File: src/rtl/tff_bank_sequencer.sv
// Sequences the toggle-enable vector of a T flip-flop bank to run
// load / count-up / count-down / invert commands over a valid/ready port.
//
// Ports:
//   clk, reset (async, active-low)
//   cmd_valid/cmd_ready, cmd_op, cmd_len, cmd_data : command handshake
//   stop        : synchronous abort while running
//   t_vec       : T-enable pattern applied at the next edge
//   q, qbar     : bank state and its complement
//   busy, done, wrap : status (done and wrap are one-cycle pulses)

module tff_bank #(
  parameter int WIDTH = 4
) (
  input  logic             clk,
  input  logic             reset,
  input  logic [WIDTH-1:0] t,
  output logic [WIDTH-1:0] q
);

  always_ff @(posedge clk or negedge reset) begin
    if (!reset) q <= '0;
    else        q <= q ^ t;
  end

endmodule

module tff_bank_sequencer #(
  parameter int WIDTH = 4,
  parameter int LEN_W = 8
) (
  input  logic             clk,
  input  logic             reset,
  input  logic             cmd_valid,
  output logic             cmd_ready,
  input  logic [1:0]       cmd_op,
  input  logic [LEN_W-1:0] cmd_len,
  input  logic [WIDTH-1:0] cmd_data,
  input  logic             stop,
  output logic [WIDTH-1:0] t_vec,
  output logic [WIDTH-1:0] q,
  output logic [WIDTH-1:0] qbar,
  output logic             busy,
  output logic             done,
  output logic             wrap
);

  localparam logic [1:0] OP_LOAD = 2'b00;
  localparam logic [1:0] OP_UP   = 2'b01;
  localparam logic [1:0] OP_DOWN = 2'b10;

  typedef enum logic [1:0] {
    IDLE = 2'b00,
    RUN  = 2'b01,
    DONE = 2'b10
  } state_t;

  state_t           state_q, state_d;
  logic [1:0]       op_q;
  logic [WIDTH-1:0] data_q;
  logic [LEN_W-1:0] rem_q;
  logic             wrap_q;
  logic [WIDTH-1:0] run_t;
  logic             step;
  logic             accept;

  tff_bank #(.WIDTH(WIDTH)) u_bank (
    .clk   (clk),
    .reset (reset),
    .t     (t_vec),
    .q     (q)
  );

  assign qbar      = ~q;
  assign cmd_ready = (state_q == IDLE);
  assign busy      = (state_q == RUN) || (state_q == DONE);
  assign done      = (state_q == DONE);
  assign wrap      = wrap_q;
  assign accept    = cmd_ready && cmd_valid;

  // a toggle step happens only in RUN with steps left and no abort
  assign step = (state_q == RUN) && !stop && (rem_q != '0);

  always_comb begin
    logic c;
    run_t = '1;
    c     = 1'b1;
    unique case (op_q)
      OP_LOAD: run_t = q ^ data_q;
      OP_UP: begin
        for (int i = 0; i < WIDTH; i++) begin
          run_t[i] = c;
          c        = c & q[i];
        end
      end
      OP_DOWN: begin
        for (int i = 0; i < WIDTH; i++) begin
          run_t[i] = c;
          c        = c & qbar[i];
        end
      end
      default: run_t = '1;
    endcase
  end

  assign t_vec = step ? run_t : '0;

  always_comb begin
    state_d = state_q;
    unique case (1'b1)
      state_q == IDLE: if (cmd_valid) state_d = RUN;
      state_q == RUN: begin
        if (stop || rem_q <= LEN_W'(1))
          state_d = DONE;
      end
      state_q == DONE: state_d = IDLE;
      default: state_d = IDLE;
    endcase
  end

  always_ff @(posedge clk or negedge reset) begin
    if (!reset) begin
      state_q <= IDLE;
      op_q    <= OP_LOAD;
      data_q  <= '0;
      rem_q   <= '0;
      wrap_q  <= 1'b0;
    end else begin
      state_q <= state_d;
      if (accept) begin
        op_q   <= cmd_op;
        data_q <= cmd_data;
        rem_q  <= (cmd_op == OP_LOAD) ? LEN_W'(1) : cmd_len;
      end else if (step) begin
        rem_q <= rem_q - LEN_W'(1);
      end
      wrap_q <= step &&
                (((op_q == OP_UP) && (&q)) ||
                 ((op_q == OP_DOWN) && !(|q)));
    end
  end

endmodule

File: config.mk
export PLATFORM = sky130hd
export DESIGN_NAME = tff_bank_sequencer
export DESIGN_NICKNAME = d
export VERILOG_FILES = /design/src/rtl/tff_bank_sequencer.sv
export SDC_FILE = /design/constraint.sdc
export NUM_CORES = 1
export LEC_CHECK = 0
export CAP_MARGIN = 5
export CORE_MARGIN = 2
export CORE_UTILIZATION = 25
export DETAILED_ROUTE_END_ITERATION = 8
export PLACE_DENSITY = 0.48
export SLEW_MARGIN = 30
export SYNTH_ARGS = -nofsm -noshare
export SYNTH_HDL_FRONTEND = slang
export SYNTH_SLANG_ARGS = --single-unit
File: constraint.sdc
create_clock -name clk -period 2.05 [get_ports clk]
set_input_delay 0.5125 -clock clk [delete_from_list [all_inputs] [get_ports clk]]
set_output_delay 0.5125 -clock clk [all_outputs]
set_load 0.01 [all_outputs]
==> qor.yml, run 1 <==
die:
  ios: 34
  core_region_area_um2: 5570
  start_util_pct: 26.3
  dieArea_um2: 6490
  dieWidth_um: 80.6
  std_cell_rows: 27
  die_h_um: 80.6
worst_hold_path:
  min_path_cells: 2
  hold_class: "reg -> reg"
worst_setup_path:
  crit_slowest_cell: "or4_4"
  path_depth: 5
  crit_buf_inv: 2
  critical_path.cell_chain: "or4_4 -> o21ai_4 -> buf_6 -> a21oi_2 -> buf_2"
  cpPeakStageDelay_ps: 580
  end_kind: "output pin"
  reg2reg_depth: 9
  critPathArrivalTime_ps: 1750
  crit_type: "reg -> out"
  critPathTopFamily: "simple AND/OR/NAND/NOR gates"
  path_max_fanout: 6
  required_ps: 1540
  start_kind: "flop"
sta:
  maxSlewViolCount: 0
  hold_viol: 0
  fmax_ghz: 0.441
  min_period_over_period_pct: 111
  timing.final.ws_setup_ps: -216
  layout_min_cycle_time_ps: 2270
  maxSlewHeadroom_pct: 73.8
  clock_skew_ps: 7.36
  tns_ps: -813
  setup_viol: 5
  tightest_slew_ps: 389
  rsz0062_at_grt: "true"
finish:
  area_growth_pct: 59.8
  multi_input_area_um2: 903
  regArea_um2: 526
  fill_cells: 584
  stdcell_area_um2: 2340
  mostFrequentLayoutCells: "buf_4, nand2_1, clkdlybuf4s50_1"
  nets: 276
  final_common_cell: "buf_4"
  drive_gt1_share_pct: 33.6
  n_antenna_cell: 0
route:
  postRouteAntennaNets: 0
  wl_um: 4300
  vias: 1507
  wire_per_inst_um: 13.5
  dr.pass1.iters: 4
  drt_iter0_markers: 84
  vias_per_cell: 4.72
  drc: 0
logic_synthesis:
  async_flop_share_pct: 100
  ys_ff_latch: 21
  synthFlopType: "dfrtp_1"
  seq_area_frac_synth_pct: 35.8
  yosysWarnings: 0
  synth_edf_count: 0
  syn-num-nets: 194
  netlist_area_um2: 1470
  synth.avg_cell_area_um2: 8.83
  syn_inst: 166
  synth_cell_types: 48
place:
  place.gp.congestion: 0.741
  postPlaceCellArea_um2: 2200
  portBuffers: 33
  place_hpwl_um: 3180
global_route:
  grt_max_degree: 22
  overflow: 0
  grt_usage_pct: 14.5
  antenna_found_initial: 0
  grt_pass1_vias: 1542
  grt_pass1_wl_um: 7220
pwr:
  p_leak_nw: 1.09
  peakVddDrop_uv: 443
  power_density_nw_per_um2: 1460
  power_mw: 3.42
clock_tree:
  clkSlewWorstSetupHoldPaths_ps: 90
  clock_path_buffers: 2
  cts_made_buffers: 3
  ctsRootBufferMaster: "clkbuf_8"
  cts_tree: "done"
  clk_latency_ps: 270
  htreeDepth: 1
  cts_sinks: 21
run:
  maxCapViolCount: 0
outcome:
  violations: "negative setup slack"
  outcome: "complete, but fails checks"
==> synthesized netlist by cell type, types with 2 or more instances <==
cell	number	area share (%)
a21oi_1	12	4.1
o22ai_1	3	1.3
o21ai_0	6	2.0
xor2_1	5	3.0
nor4_1	2	0.85
or3_1	2	0.85
or4_4	2	1.5
nor3_1	4	1.4
nand4_1	2	0.85
clkbuf_1	5	1.3
inv_1	14	3.6
a22oi_1	6	3.1
nor2_1	7	1.8
dfrtp_1	21	36
ha_1	10	8.5
nand3_1	3	1.0
buf_6	2	1.5
nand2_1	27	6.9
nand2b_1	2	0.85
a22o_1	3	1.8
==> repair_timing <==
| action | CTS | global route |
|---|---|---|
| buffers inserted | 5 | 1 |
| pin swaps | 2 | 3 |
| endpoints found under the setup margin | 7 | 12 |
| resized for setup | 32 | 15 |
| hold buffers | 0 | 0 |
==> cell families after synthesis <==
group / after synthesis / synth area share (%)
mux: 2 / 1.79
fa+ha+maj: 10 / 8.53
flops: 21 / 35.8
buf+inv: 21 / 6.40
xor+xnor: 6 / 3.58
compound gates: 46 / 23.3
simple gates: 60 / 20.6
==> worst register-to-register path, stage by stage (launching register included) <==
cell     delay, ps
dfrtp_1        390
or4_4          580
o21ai_4        200
buf_6          150
buf_4          110
buf_6           90
buf_6          100
buf_6          100
o21ai_1         60
a22o_1         190
==> final timing paths <==
check | from | to | slack, ps
min in group asynchronous | reset | u_bank.q[0]$_DFF_PN0_ | 590
min | data_q[0]$_DFFE_PN0P_ | data_q[0]$_DFFE_PN0P_ | 540
max reg2reg | rem_q[5]$_DFFE_PN0P_ | rem_q[0]$_DFFE_PN0P_ | -20
min reg2reg | data_q[0]$_DFFE_PN0P_ | data_q[0]$_DFFE_PN0P_ | 540
max | rem_q[5]$_DFFE_PN0P_ | t_vec[3] | -220
max in group asynchronous | reset | rem_q[2]$_DFFE_PN0P_ | 1210
==> flip-flops by register name (all words and copies together) (netlist names) <==
signal / flops
op_q: 2
state_q: 2
wrap: 1
rem_q: 8
u_bank.q: 4
data_q: 4
==> area by class of cell <==
| type | count | area share, % |
|---|---|---|
| Tap cell | 72 | 3.84 |
| Clock buffer | 4 | 1.92 |
| Inverter | 14 | 2.24 |
| Multi-Input combinational cell | 124 | 38.5 |
| Timing Repair Buffer | 84 | 31.0 |
| Sequential cell | 21 | 22.4 |
==> layer usage <==
metal  GRT usage, %  routed length [µm]  up-vias
met2           23.3                2020       37
met5              0                   0        -
met3           2.25                 200        2
met1           19.7                2040      709
li1               -                   -      759
met4           5.42                  40        0
==> metrics by stage <==
| stage | hold WS (ps) | utilization [%] | instances | setup slack (ps) |
|---|---|---|---|---|
| after floorplan | 217 | - | 166 | 53.4 |
| after global placement | 513 | 39.4 | 309 | -519 |
| after detailed placement | 522 | 39.4 | 309 | -516 |
| after CTS | 541 | 41.2 | 318 | -243 |
| after global routing | 591 | 42.0 | 319 | -271 |
| final | 539 | 42.0 | 319 | -216 |
==> power breakdown <==
part | switching (mW) | internal [mW]
Sequential | 0.136 | 0.594
Combinational | 1.13 | 1.27
Clock | 0.151 | 0.139
Total | 1.42 | 2.00
No activity file was read; power rests on OpenSTA's default activity.
==> inputs of run 2 (changes only) <==
--- a/config.mk
+++ b/config.mk
@@ -7,9 +7,10 @@
 export LEC_CHECK = 0
 export CAP_MARGIN = 5
 export CORE_MARGIN = 2
-export CORE_UTILIZATION = 25
+export CORE_UTILIZATION = 40
 export DETAILED_ROUTE_END_ITERATION = 8
-export PLACE_DENSITY = 0.48
+export GPL_TIMING_DRIVEN = 0
+export PLACE_DENSITY = 0.7
 export SLEW_MARGIN = 30
 export SYNTH_ARGS = -nofsm -noshare
 export SYNTH_HDL_FRONTEND = slang
==> run 2 against run 1 <==
  * The flow still finishes with violations (negative setup slack)
  * Via count fell by 2.5%
  * Die area decreased by 36%
  * Power fell by 14%
  * Sequential cell count stayed put
  * Sequential share of layout area rose by 3.3 points
  * Worst hold slack lost 390 ps
  * Clock-buffer cell count unchanged
  * Combinational power decreased by 20%
  * Clock power down 28%
  * Cell area decreased by 13%
  * Critical path type unchanged
  * Largest cell class unchanged
==> qor.yml, run 2 (synthesis results as in run 1) <==
die:
  dieWidth_um: 64.5  # -20%
  dieArea_um2: 4170  # -36%
  ios: 34  # unchanged
  start_util_pct: 42.9  # +17 points
  core_region_area_um2: 3420  # -39%
  die_h_um: 64.5  # -20%
  std_cell_rows: 21  # -22%
outcome:
  outcome: "complete, but fails checks"
  violations: "negative setup slack"
place:
  portBuffers: 33  # unchanged
  place.gp.congestion: 0.798  # +7.6%
  place_hpwl_um: 2550  # -20%
  dp_slack_ps: -873  # -357 ps
worst_setup_path:
  crit_type: "reg -> out"
  required_ps: 1540  # about the same
  critPathArrivalTime_ps: 1900  # +150 ps
  reg2reg_slack_ps: 70  # +90 ps
  timing.rr.end: "rem_q[7]$_DFFE_PN0P_"
  crit_start: "rem_q[1]$_DFFE_PN0P_"
  rr_startpoint: "rem_q[0]$_DFFE_PN0P_"
  path_max_fanout: 5  # -1
  start_kind: "flop"
  end_kind: "output pin"
  reg2reg_depth: 5  # -4
pwr:
  peakVddDrop_uv: 621  # +40%
  power_density_nw_per_um2: 1440  # -1.5%
  p_leak_nw: 0.926  # -15%
sta:
  layout_min_cycle_time_ps: 2410  # +142 ps
  tightest_slew_ps: 519  # +130 ps
  fmax_ghz: 0.415  # -5.9%
  setup_viol: 4  # -1
  rsz0062_at_grt: "true"
  tns_ps: -1360  # -546 ps
  min_period_over_period_pct: 117  # +6.9 points
  maxSlewHeadroom_pct: 65.4  # -8.4 points
  maxSlewViolCount: 0  # unchanged
  hold_viol: 0  # unchanged
  clock_skew_ps: 4.65  # -2.71 ps
  timing.final.ws_setup_ps: -358  # -142 ps
worst_hold_path:
  hold_class: "in -> async"
route:
  postRouteAntennaNets: 0  # unchanged
  drc: 0  # unchanged
  wire_per_inst_um: 13.9  # +3.1%
  vias: 1469  # -2.5%
  wl_um: 3690  # -14%
  dr.pass1.iters: 4  # unchanged
  vias_per_cell: 5.54  # +17%
  drt_iter0_markers: 142  # +69%
finish:
  final_common_cell: "nand2_1"
  drive_gt1_share_pct: 23.7  # -9.9 points
  n_antenna_cell: 0  # unchanged
  fill_cells: 306  # -48%
  area_growth_pct: 39.7
  top_regs: "rem_q: 8 flops, data_q: 4 flops, u_bank.q: 4 flops"
  largest_reg_flops: 8  # unchanged
  regArea_um2: 527  # +0.24%
  nets: 248  # -10%
  multi_input_area_um2: 907  # +0.42%
  mostFrequentLayoutCells: "nand2_1, clkdlybuf4s50_1, dfrtp_1"
  regMostFlops: "rem_q"
global_route:
  grt_pass1_vias: 1414  # -8.3%
  antenna_found_initial: 0  # unchanged
  grt_usage_pct: 18.6  # +4.1 points
  grt_max_degree: 22  # unchanged
  overflow: 0  # unchanged
  grt_pass1_wl_um: 6130  # -15%
clock_tree:
  ctsRootBufferMaster: "clkbuf_4"
  cts_tree: "done"
  clk_latency_ps: 310  # +40 ps
  clock_path_buffers: 2  # unchanged
  cts_made_buffers: 3  # unchanged
  clkSlewWorstSetupHoldPaths_ps: 120  # +30 ps
  htreeDepth: 1  # unchanged
  cts_sinks: 21  # unchanged
  cts_hold_buf: 0  # unchanged
run:
  maxCapViolCount: 0  # unchanged
-- run 2: changes by cell type in the layout (fill, tap and decap cells not counted), sizes merged --
cell         previous run  this run
clkbuf                  4         7
dlygate4sd2             3         2
buf                    55        25
-- run 2: through the flow --
stage	util [%]	area [µm²]	instances	hold slack (ps)	total power, mW
after global routing	60.0	2050	265	174	3.20
final	60.0	2050	265	152	2.95
after detailed placement	54.2	1850	245	513	2.44
after global placement	54.4	1860	245	505	2.37
after floorplan	-	1470	166	217	1.90
after CTS	58.8	2010	263	168	2.86
-- run 2: area by class of cell --
cell class	instances	area share, %
clock buffers	4	1.28
flip-flops and latches	21	25.7
repair buffers	52	22.2
plain buffers	4	1.10
multi-input cells	124	44.3
well taps	46	2.81
inverters	14	2.57
-- run 2: worst max-delay path by stage --
| stage | cells after the start | slack (ps) | end |
|---|---|---|---|
| 2_1_floorplan | 6 | 50 | t_vec[0] |
| 4_1_cts | 8 | -380 | t_vec[3] |
| 3_5_place_dp | 6 | -870 | t_vec[2] |
| 5_1_grt | 7 | -420 | t_vec[3] |
| 6_report | 7 | -360 | t_vec[2] |
| 3_3_place_gp | 6 | -850 | t_vec[0] |
-- run 2: layer usage --
| metal | global-route usage [%] | share of wire (%) | vias up |
|---|---|---|---|
| met2 | 35.3 | 51 | 34 |
| met1 | 21.1 | 44 | 726 |
| met3 | 2.95 | 3.6 | 9 |
| met5 | 0 | 0 | - |
| met4 | 6.12 | 1.6 | 0 |
| li1 | - | - | 700 |
-- run 2: repair_timing --
item,in CTS,in global routing
endpoints found under the setup margin,9,13
setup buffers,15,4
pin swaps,3,1
gates resized for setup,32,7
-- run 2: report_power, final --
group	internal, mW	total [mW]	switching [mW]
Combinational	0.969	1.93	0.957
Sequential	0.594	0.815	0.221
Clock	0.0760	0.207	0.131
-- run 2: critical path, cell delays in order (launching register included) --
cell and delay (ps):
dfrtp_1 410, inv_2 80, ha_4 130, or3b_4 390, o21ai_4 230, buf_6 160
a21oi_2 40, buf_2 150
